<file path="config.mk">
export PLATFORM = sky130hd
export DESIGN_NAME = interrupt_ctrl
export DESIGN_NICKNAME = d
export VERILOG_FILES = /design/src/rtl/intc_pkg.sv /design/src/rtl/interrupt_ctrl_prio_enc23.sv /design/src/rtl/interrupt_ctrl.sv
export SDC_FILE = /design/constraint.sdc
export NUM_CORES = 1
export LEC_CHECK = 0
export ABC_AREA = 1
export CORE_UTILIZATION = 39
export DETAILED_ROUTE_END_ITERATION = 8
export GPL_ROUTABILITY_DRIVEN = 0
export PLACE_DENSITY = 0.84
export RECOVER_POWER = 100
export SLEW_MARGIN = 20
export SYNTH_ARGS = -nofsm -noshare
export SYNTH_HDL_FRONTEND = slang
export SYNTH_SLANG_ARGS = --single-unit
</file>
<file path="constraint.sdc">
create_clock -name clk_i -period 3.7 [get_ports clk_i]
set_input_delay 0.37 -clock clk_i [delete_from_list [all_inputs] [get_ports clk_i]]
set_output_delay 0.37 -clock clk_i [all_outputs]
set_load 0.1 [all_outputs]
</file>
<file path="src/rtl/intc_pkg.sv">
// intc_pkg: shared definitions for the interrupt/exception sequencer.
//   - cause indices into the 23-bit cause vector
//   - sequencer state encoding
//   - default set of causes whose instruction is repeated after service
package intc_pkg;

    localparam int N_CAUSE = 23;
    localparam int N_INT   = 6;

    localparam int CA_RESET    = 0;
    localparam int CA_ILL      = 1;
    localparam int CA_MAL      = 2;
    localparam int CA_PF_FETCH = 3;
    localparam int CA_PF_LDST  = 4;
    localparam int CA_TRAP     = 5;
    localparam int CA_OVF      = 6;
    localparam int CA_EXT0     = 7;

    // Page faults re-execute the faulting instruction after the handler.
    localparam logic [N_CAUSE-1:0] RPT_MASK_DEF = 23'h000018;

    // state   | meaning
    // BOOT    | after reset; forces the reset "interrupt" on the next edge
    // RUN     | normal execution, all enabled causes accepted
    // JISR    | one-cycle jump to the handler, spr captures state
    // ISR     | inside the handler, only non-maskable causes accepted
    typedef enum logic [1:0] {
        ST_BOOT = 2'd0,
        ST_RUN  = 2'd1,
        ST_JISR = 2'd2,
        ST_ISR  = 2'd3
    } intc_state_e;

endpackage

</file>
<file path="src/rtl/interrupt_ctrl_prio_enc23.sv">
// prio_enc23: combinational lowest-set-bit encoder over the 23-bit
// cause vector. Lowest index has the highest priority.
//   vec_i  in  23  cause vector
//   idx_o  out 5   index of the lowest set bit (0 when vec_i is 0)
module prio_enc23 (
    input  logic [22:0] vec_i,
    output logic [4:0]  idx_o
);

    // Scan from the top so the lowest set bit is the last to write.
    always_comb begin
        idx_o = 5'd0;
        for (int i = 22; i >= 0; i--) begin
            if (vec_i[i]) idx_o = 5'(i);
        end
    end

endmodule

</file>
<file path="src/rtl/interrupt_ctrl.sv">
// interrupt_ctrl: interrupt/exception sequencer in front of spr.
// Collects internal causes of the retiring instruction and external
// interrupt lines, applies the SR mask, and issues jisr/mca/rpt/il so
// spr captures state. Tracks handler residency until eret retires.
//
// Optional feature macro: INTC_EXT_LATCH_EN
//   defined   : ext_pending is sticky per line, set on a rising edge of
//               ev_ext_i, cleared when jisr fires with that cause set
//               (set wins over clear)
//   undefined : ext_pending follows ev_ext_i (level-sensitive)
//
// Ports
//   clk_i          in   1      clock, rising edge
//   reset_i        in   1      asynchronous, active-high reset
//   ev_int_i       in   6      internal causes 1..6 of the retiring instr
//   ev_ext_i       in   N_EXT  external interrupt request lines
//   sr_i           in   32     SR; bit j masks cause j for j >= 6
//   retire_i       in   1      an instruction completes this cycle
//   eret_i         in   1      the retiring instruction is eret
//   jisr_o         out  1      one-cycle jump-to-ISR pulse
//   mca_o          out  23     registered masked cause vector
//   rpt_o          out  1      registered repeat flag
//   il_o           out  5      registered index of lowest mca bit
//   in_isr_o       out  1      core is inside the service routine
//   ext_pending_o  out  N_EXT  current external pending vector
module interrupt_ctrl
    import intc_pkg::*;
#(
    parameter int                  N_EXT    = 16,
    parameter logic [N_CAUSE-1:0]  RPT_MASK = RPT_MASK_DEF
) (
    input  logic                clk_i,
    input  logic                reset_i,
    input  logic [N_INT-1:0]    ev_int_i,
    input  logic [N_EXT-1:0]    ev_ext_i,
    input  logic [31:0]         sr_i,
    input  logic                retire_i,
    input  logic                eret_i,
    output logic                jisr_o,
    output logic [N_CAUSE-1:0]  mca_o,
    output logic                rpt_o,
    output logic [4:0]          il_o,
    output logic                in_isr_o,
    output logic [N_EXT-1:0]    ext_pending_o
);

    intc_state_e         state_q, state_d;
    logic [N_CAUSE-1:0]  mca_q, mca_d;
    logic [4:0]          il_q, il_d;
    logic                rpt_q, rpt_d;

    logic [N_CAUSE-1:0]  ca_c;
    logic [N_CAUSE-1:0]  mask_c;
    logic [N_CAUSE-1:0]  mca_c;
    logic [4:0]          il_c;

    // Only SR bits that gate causes are consumed.
    logic unused_sr;
    assign unused_sr = ^{sr_i[31:N_CAUSE], sr_i[CA_OVF-1:0]};

    assign ca_c = {ext_pending_o, ev_int_i, 1'b0};

    // Causes 1..5 are never masked; maskable causes are all blocked
    // while the handler runs so it cannot be re-entered by them.
    always_comb begin
        mask_c                   = '0;
        mask_c[CA_TRAP:CA_ILL]   = '1;
        if (state_q != ST_ISR) begin
            mask_c[N_CAUSE-1:CA_OVF] = sr_i[N_CAUSE-1:CA_OVF];
        end
    end

    assign mca_c = ca_c & mask_c;

    prio_enc23 u_prio (
        .vec_i (mca_c),
        .idx_o (il_c)
    );

    always_comb begin
        state_d = state_q;
        mca_d   = mca_q;
        il_d    = il_q;
        rpt_d   = rpt_q;
        case (state_q)
            ST_BOOT: begin
                state_d          = ST_JISR;
                mca_d            = '0;
                mca_d[CA_RESET]  = 1'b1;
                il_d             = 5'(CA_RESET);
                rpt_d            = 1'b0;
            end
            ST_RUN, ST_ISR: begin
                // A cause beats a simultaneous eret.
                if (retire_i && (|mca_c)) begin
                    state_d = ST_JISR;
                    mca_d   = mca_c;
                    il_d    = il_c;
                    rpt_d   = |(mca_c & RPT_MASK);
                end else if ((state_q == ST_ISR) && retire_i && eret_i) begin
                    state_d = ST_RUN;
                end
            end
            ST_JISR: begin
                // Pipeline is flushing; retire is ignored here.
                state_d = ST_ISR;
            end
            default: state_d = ST_BOOT;
        endcase
    end

    always_ff @(posedge clk_i or posedge reset_i) begin
        if (reset_i) begin
            state_q <= ST_BOOT;
            mca_q   <= '0;
            il_q    <= '0;
            rpt_q   <= 1'b0;
        end else begin
            state_q <= state_d;
            mca_q   <= mca_d;
            il_q    <= il_d;
            rpt_q   <= rpt_d;
        end
    end

    assign jisr_o   = (state_q == ST_JISR);
    assign in_isr_o = (state_q == ST_JISR) || (state_q == ST_ISR);
    assign mca_o    = mca_q;
    assign il_o     = il_q;
    assign rpt_o    = rpt_q;

`ifdef INTC_EXT_LATCH_EN
    logic [N_EXT-1:0] ev_ext_q;
    logic [N_EXT-1:0] pend_q, pend_d;
    logic [N_EXT-1:0] clr_c;

    always_comb begin
        clr_c  = jisr_o ? mca_q[N_CAUSE-1:CA_EXT0] : '0;
        pend_d = (pend_q & ~clr_c) | (ev_ext_i & ~ev_ext_q);
    end

    always_ff @(posedge clk_i or posedge reset_i) begin
        if (reset_i) begin
            ev_ext_q <= '0;
            pend_q   <= '0;
        end else begin
            ev_ext_q <= ev_ext_i;
            pend_q   <= pend_d;
        end
    end

    assign ext_pending_o = pend_q;
`else
    assign ext_pending_o = ev_ext_i;
`endif

endmodule

</file>
* Word level (Yosys, flattened, before mapping) *
Index checks and enable logic that the tools add are counted.

operators by class
  eq/ne operators = 6
  mux-type cells = 33
  bitwise gates (word level) = 1
  reduce and logical (&&, ||, !) cells = 10

operator list
  kind                  number
  $mux W5               24
  $pmux W23 S2          1
  $and A23 B23 Y23      1
  $mux W23              1
  $reduce_or A23 Y1     1
  $mux W17              1
  $pmux W5 S2           1
  $pmux W2 S3           1
  $eq A2 B2 Y1 const B  2
  $mux W2               2
  $ne A2 B2 Y1 const B  2
  $reduce_or A2 Y1      2
  $logic_and A1 B1 Y1   3
  $ne A3 B3 Y1 const B  1
  $eq A2 B1 Y1 const B  1
  $logic_not A2 Y1      1
  $pmux W1 S2           1
  $reduce_and A2 Y1     1
  $reduce_bool A2 Y1    1
  $logic_or A1 B1 Y1    1
  $mux W1               1

word-level totals
  flip-flop bits (word level) = 31
  bits of input ports = 58
  output and inout port bits = 47
  logic and storage cells = 54

* Logic depth before layout (Yosys ltp) *
  depth in word-level cells = 28
  depth in mapped cells = 22
  mapped depth without buffers = 22

* By module *
From an unflattened synthesis, not the netlist that was laid out.

unflattened totals
  cells, all modules = 292
  area, all modules = 1965.6 um2

by module, submodules not included
  module          instances  cells each  area an instance (um2)  sequential area each (um2)
  interrupt_ctrl  1          220         1667.8                  775.7
  prio_enc23      1          72          297.8                   0.0

* Least setup slack after synthesis *
Ideal clock, no wire load.

  path kind = reg-to-output
  from = register state_q[1]
  to = output port jisr_o
  data arrival time = 1.702 ns
  required time = 3.330 ns
  path slack = 1.628 ns
  stages on the path, launching flop included = 3
  path buffers = 0
  cell sequence = dfrtp_1 > inv_1 > nor2_1

on the way
  word-level cells in the longest chain between the ends = 1

ends and longest elaborated chain
  item                      RTL line               RTL
  start: declaration        interrupt_ctrl.sv:47   intc_state_e state_q, state_d;
  start signal: assignment  interrupt_ctrl.sv:119  state_q <= state_d;
  $eq A2 B2 Y1              interrupt_ctrl.sv:126  assign jisr_o = (state_q == ST_JISR);
  end: declaration          interrupt_ctrl.sv:39   output logic jisr_o,

No other way between the ends.

* Final worst setup path *
  from = register state_q[0]
  to = register state_q[1]

on the way
  word-level cells in the longest chain between the ends = 7
  elaborated cells between the ends (all ways) = 15
  classes of those cells = eq/ne (5); mux (3); bitwise (1); reduce/logical (6)

ends and longest elaborated chain
  item                 RTL line              RTL
  $ne A2 B2 Y1         interrupt_ctrl.sv:68  if (state_q != ST_ISR) begin
  $mux W17             interrupt_ctrl.sv:68
  $and A23 B23 Y23     interrupt_ctrl.sv:73  assign mca_c = ca_c & mask_c;
  $reduce_or A23 Y1    interrupt_ctrl.sv:95  if (retire_i && (|mca_c)) begin
  $logic_and A1 B1 Y1  interrupt_ctrl.sv:95
  $mux W2              interrupt_ctrl.sv:95
  $pmux W2 S3          interrupt_ctrl.sv:85  case (state_q)

Parallel ways exist; a longest one is shown, timed or not.
A chain may end at the register's enable or synchronous reset.

==> impl_metrics.toml <==
[grt]
track_usage = 0.198
grt-ovfl-total = 0
grt_max_degree = 32
grt_pass1_vias = 1496
antenna_found_initial = 0
grt_pass1_wl_mm = 6.53

[timing]
rsz0062_at_grt = "no"
min_period_over_period = 0.802
skew_ns = 0.00358
report.final.slew_viol_count = 32
finalSetupViolCount = 0
setup-tns-final_ns = 0
maxClockFrequency_ghz = 0.337
fin_crit_ns = 2.97
relSlewSlack = -0.0781
hold_viol = 0
worst_pin_slew_ns = 1.62

[critical_path]
rrSetupSlack_ns = 0.73
cp.required_ns = 3.85
r2r_end = "state_q[1]$_DFFE_PP0P_"
worstPathArrival_ns = 3.11
crit_type = "reg2reg"
rr_startpoint = "state_q[0]$_DFFE_PP0P_"
path_max_fanout = 18
ff2ff_path_depth = 10
crit_start = "state_q[0]$_DFFE_PP0P_"
endpoint = "state_q[1]$_DFFE_PP0P_"
cp-end-kind = "register"
critPathLaunchType = "register"

[clocking]
clock_sink_count = 31
cts_buffers = 5
tritoncts = "yes"
cts-htree-levels = 2
cts.clk_slew.worst_paths_ns = 0.06
clockBufferDepth = 2
cts_hold_buf = 0
root_buffer = "clkbuf_8"
cts_resized = 0
clock_latency_ns = 0.27
post_cts_buffers = 0

[logic_synthesis]
yosys_warnings = 0
synthArstFlopShare = 1.00
avgSynthCellArea_um2 = 8.34
yosysTopAreaCell = "dfrtp_1"
syn_area_mm2 = 0.00165
synth_common_cells = "nand2_1 (57), dfrtp_1 (31), o21ai_0 (19)"
synth_area_leaders = "dfrtp_1 (47%), nand2_1 (13%), buf_4 (7.3%), o21ai_0 (5.8%), nand3_1 (4.9%)"
synth-main-ff-cell = "dfrtp_1"
synth-seq-cells = 31
yosysUniqueCellTypes = 29
yosysMostFrequentCell = "nand2_1"
synth_cells = 198
synth-edff-count = 0
syn_nets = 256
yosysSeqAreaShare = 0.470
synth_top_area_share = 0.470

[placement]
io_buffer_count = 89
place.detailed.hpwl_mm = 3.17

[routing]
wire_per_inst_um = 12.4
drtIter0Drc = 80
drc_errors = 0
vias_per_cell = 4.83
dr.pass1.iters = 4
via_count = 1569
routed_wl_mm = 4.04
ant_nets = 0

[die]
start_util = 0.410
die_x_um = 67.1
die-area_mm2 = 0.00450
num_io_pins = 105
die_height_um = 67.1
placeableCoreArea_mm2 = 0.00403
placement_rows = 23

[worst_hold_path]
hold_path.class = "reg2reg"

[power]
ir_worst_vdd_mv = 0.311
powerDensity_mw_per_mm2 = 615
p_leak_nw = 1.23
finalPower_mw = 1.56

[finish]
num_antenna_cells = 0
drive_above_1_share = 0.0764
nets = 332
area.growth.synth_to_final_pct = 53.8

[status]
outcome = "finished with violations"
violations = "capacitance limit, slew limit"

[run]
maxCapViolCount = 1
[how the worst min path moves through the flow]
stage / start / to / slack [ns] / cells after the start
floorplan: reset_i / il_o[0]$_DFFE_PP0P_ / 0.47 / 1
global placement: mca_o[0]$_DFFE_PP0P_ / mca_o[0]$_DFFE_PP0P_ / 0.46 / 2
detailed placement: rpt_o$_DFFE_PP0P_ / rpt_o$_DFFE_PP0P_ / 0.46 / 2
CTS: rpt_o$_DFFE_PP0P_ / rpt_o$_DFFE_PP0P_ / 0.48 / 2
global route: mca_o[21]$_DFFE_PP0P_ / mca_o[21]$_DFFE_PP0P_ / 0.50 / 2
finish: rpt_o$_DFFE_PP0P_ / rpt_o$_DFFE_PP0P_ / 0.47 / 2
[cell families (layout without fill, tap and decap cells)]
logic type / after synthesis / in the layout / synth area share
simple gates: 95 / 95 / 0.274
buf+inv: 37 / 114 / 0.137
compound gates: 35 / 35 / 0.118
flops: 31 / 31 / 0.470
[metal layers]
metal	track usage	part of all wire
met5	0	0
met1	0.232	0.42
met4	0.0718	0.011
met3	0.0514	0.053
met2	0.341	0.52
[worst max-delay path: stages (launching register included)]
cell	delay [ns]
dfrtp_1	0.40
nand2_1	0.48
nand3_1	0.29
and2_2	0.19
nand2_1	0.09
nor3_1	0.29
nand3b_1	0.14
nand3_2	0.23
buf_4	0.25
inv_4	0.07
or4_1	0.40
[flip-flops by register name, indices dropped and copies added (netlist names)]
| register | count |
|---|---|
| il_o | 5 |
| mca_o | 23 |
| rpt_o | 1 |
| state_q | 2 |
[stage by stage]
step,cell area (µm²),instances,setup slack (ns),util,hold WS [ns]
after global placement,2450,317,1.03,0.609,0.459
final,2540,325,0.733,0.630,0.470
after floorplan,1650,198,1.63,-,0.474
after CTS,2550,325,0.998,0.634,0.477
after global routing,2540,325,0.447,0.630,0.496
after detailed placement,2450,317,1.00,0.609,0.462
[layout make-up]
cell class              count  area [µm²]
inverters                  15        60.1
multi-input cells         130         638
repair buffers             91         902
well taps                  50        62.6
fillers                   385        1490
clock buffers               8         100
flip-flops and latches     31         776
[layout by cell type (no fill, tap or decap), types with 2 or more instances in the layout]
| cell type | instances |
|---|---|
| clkdlybuf4s50_1 | 41 |
| nand2_1 | 59 |
| nor2_1 | 7 |
| nand3_1 | 16 |
| nor3_1 | 2 |
| inv_1 | 12 |
| dlygate4sd3_1 | 48 |
| clkbuf_1 | 2 |
| dfrtp_1 | 31 |
| clkbuf_8 | 7 |
| a21oi_1 | 4 |
| and2_2 | 2 |
| nand2_2 | 2 |
| o21ai_0 | 26 |
| a32o_1 | 2 |
| nand3_4 | 2 |
[power by group]
part	internal [mW]	leakage [nW]	switching, mW
Clock	0.169	0.0515	0.114
Combinational	0.183	0.771	0.667
Sequential	0.396	0.404	0.0307
Total	0.748	1.23	0.812
(Power assumes the default switching activity.)
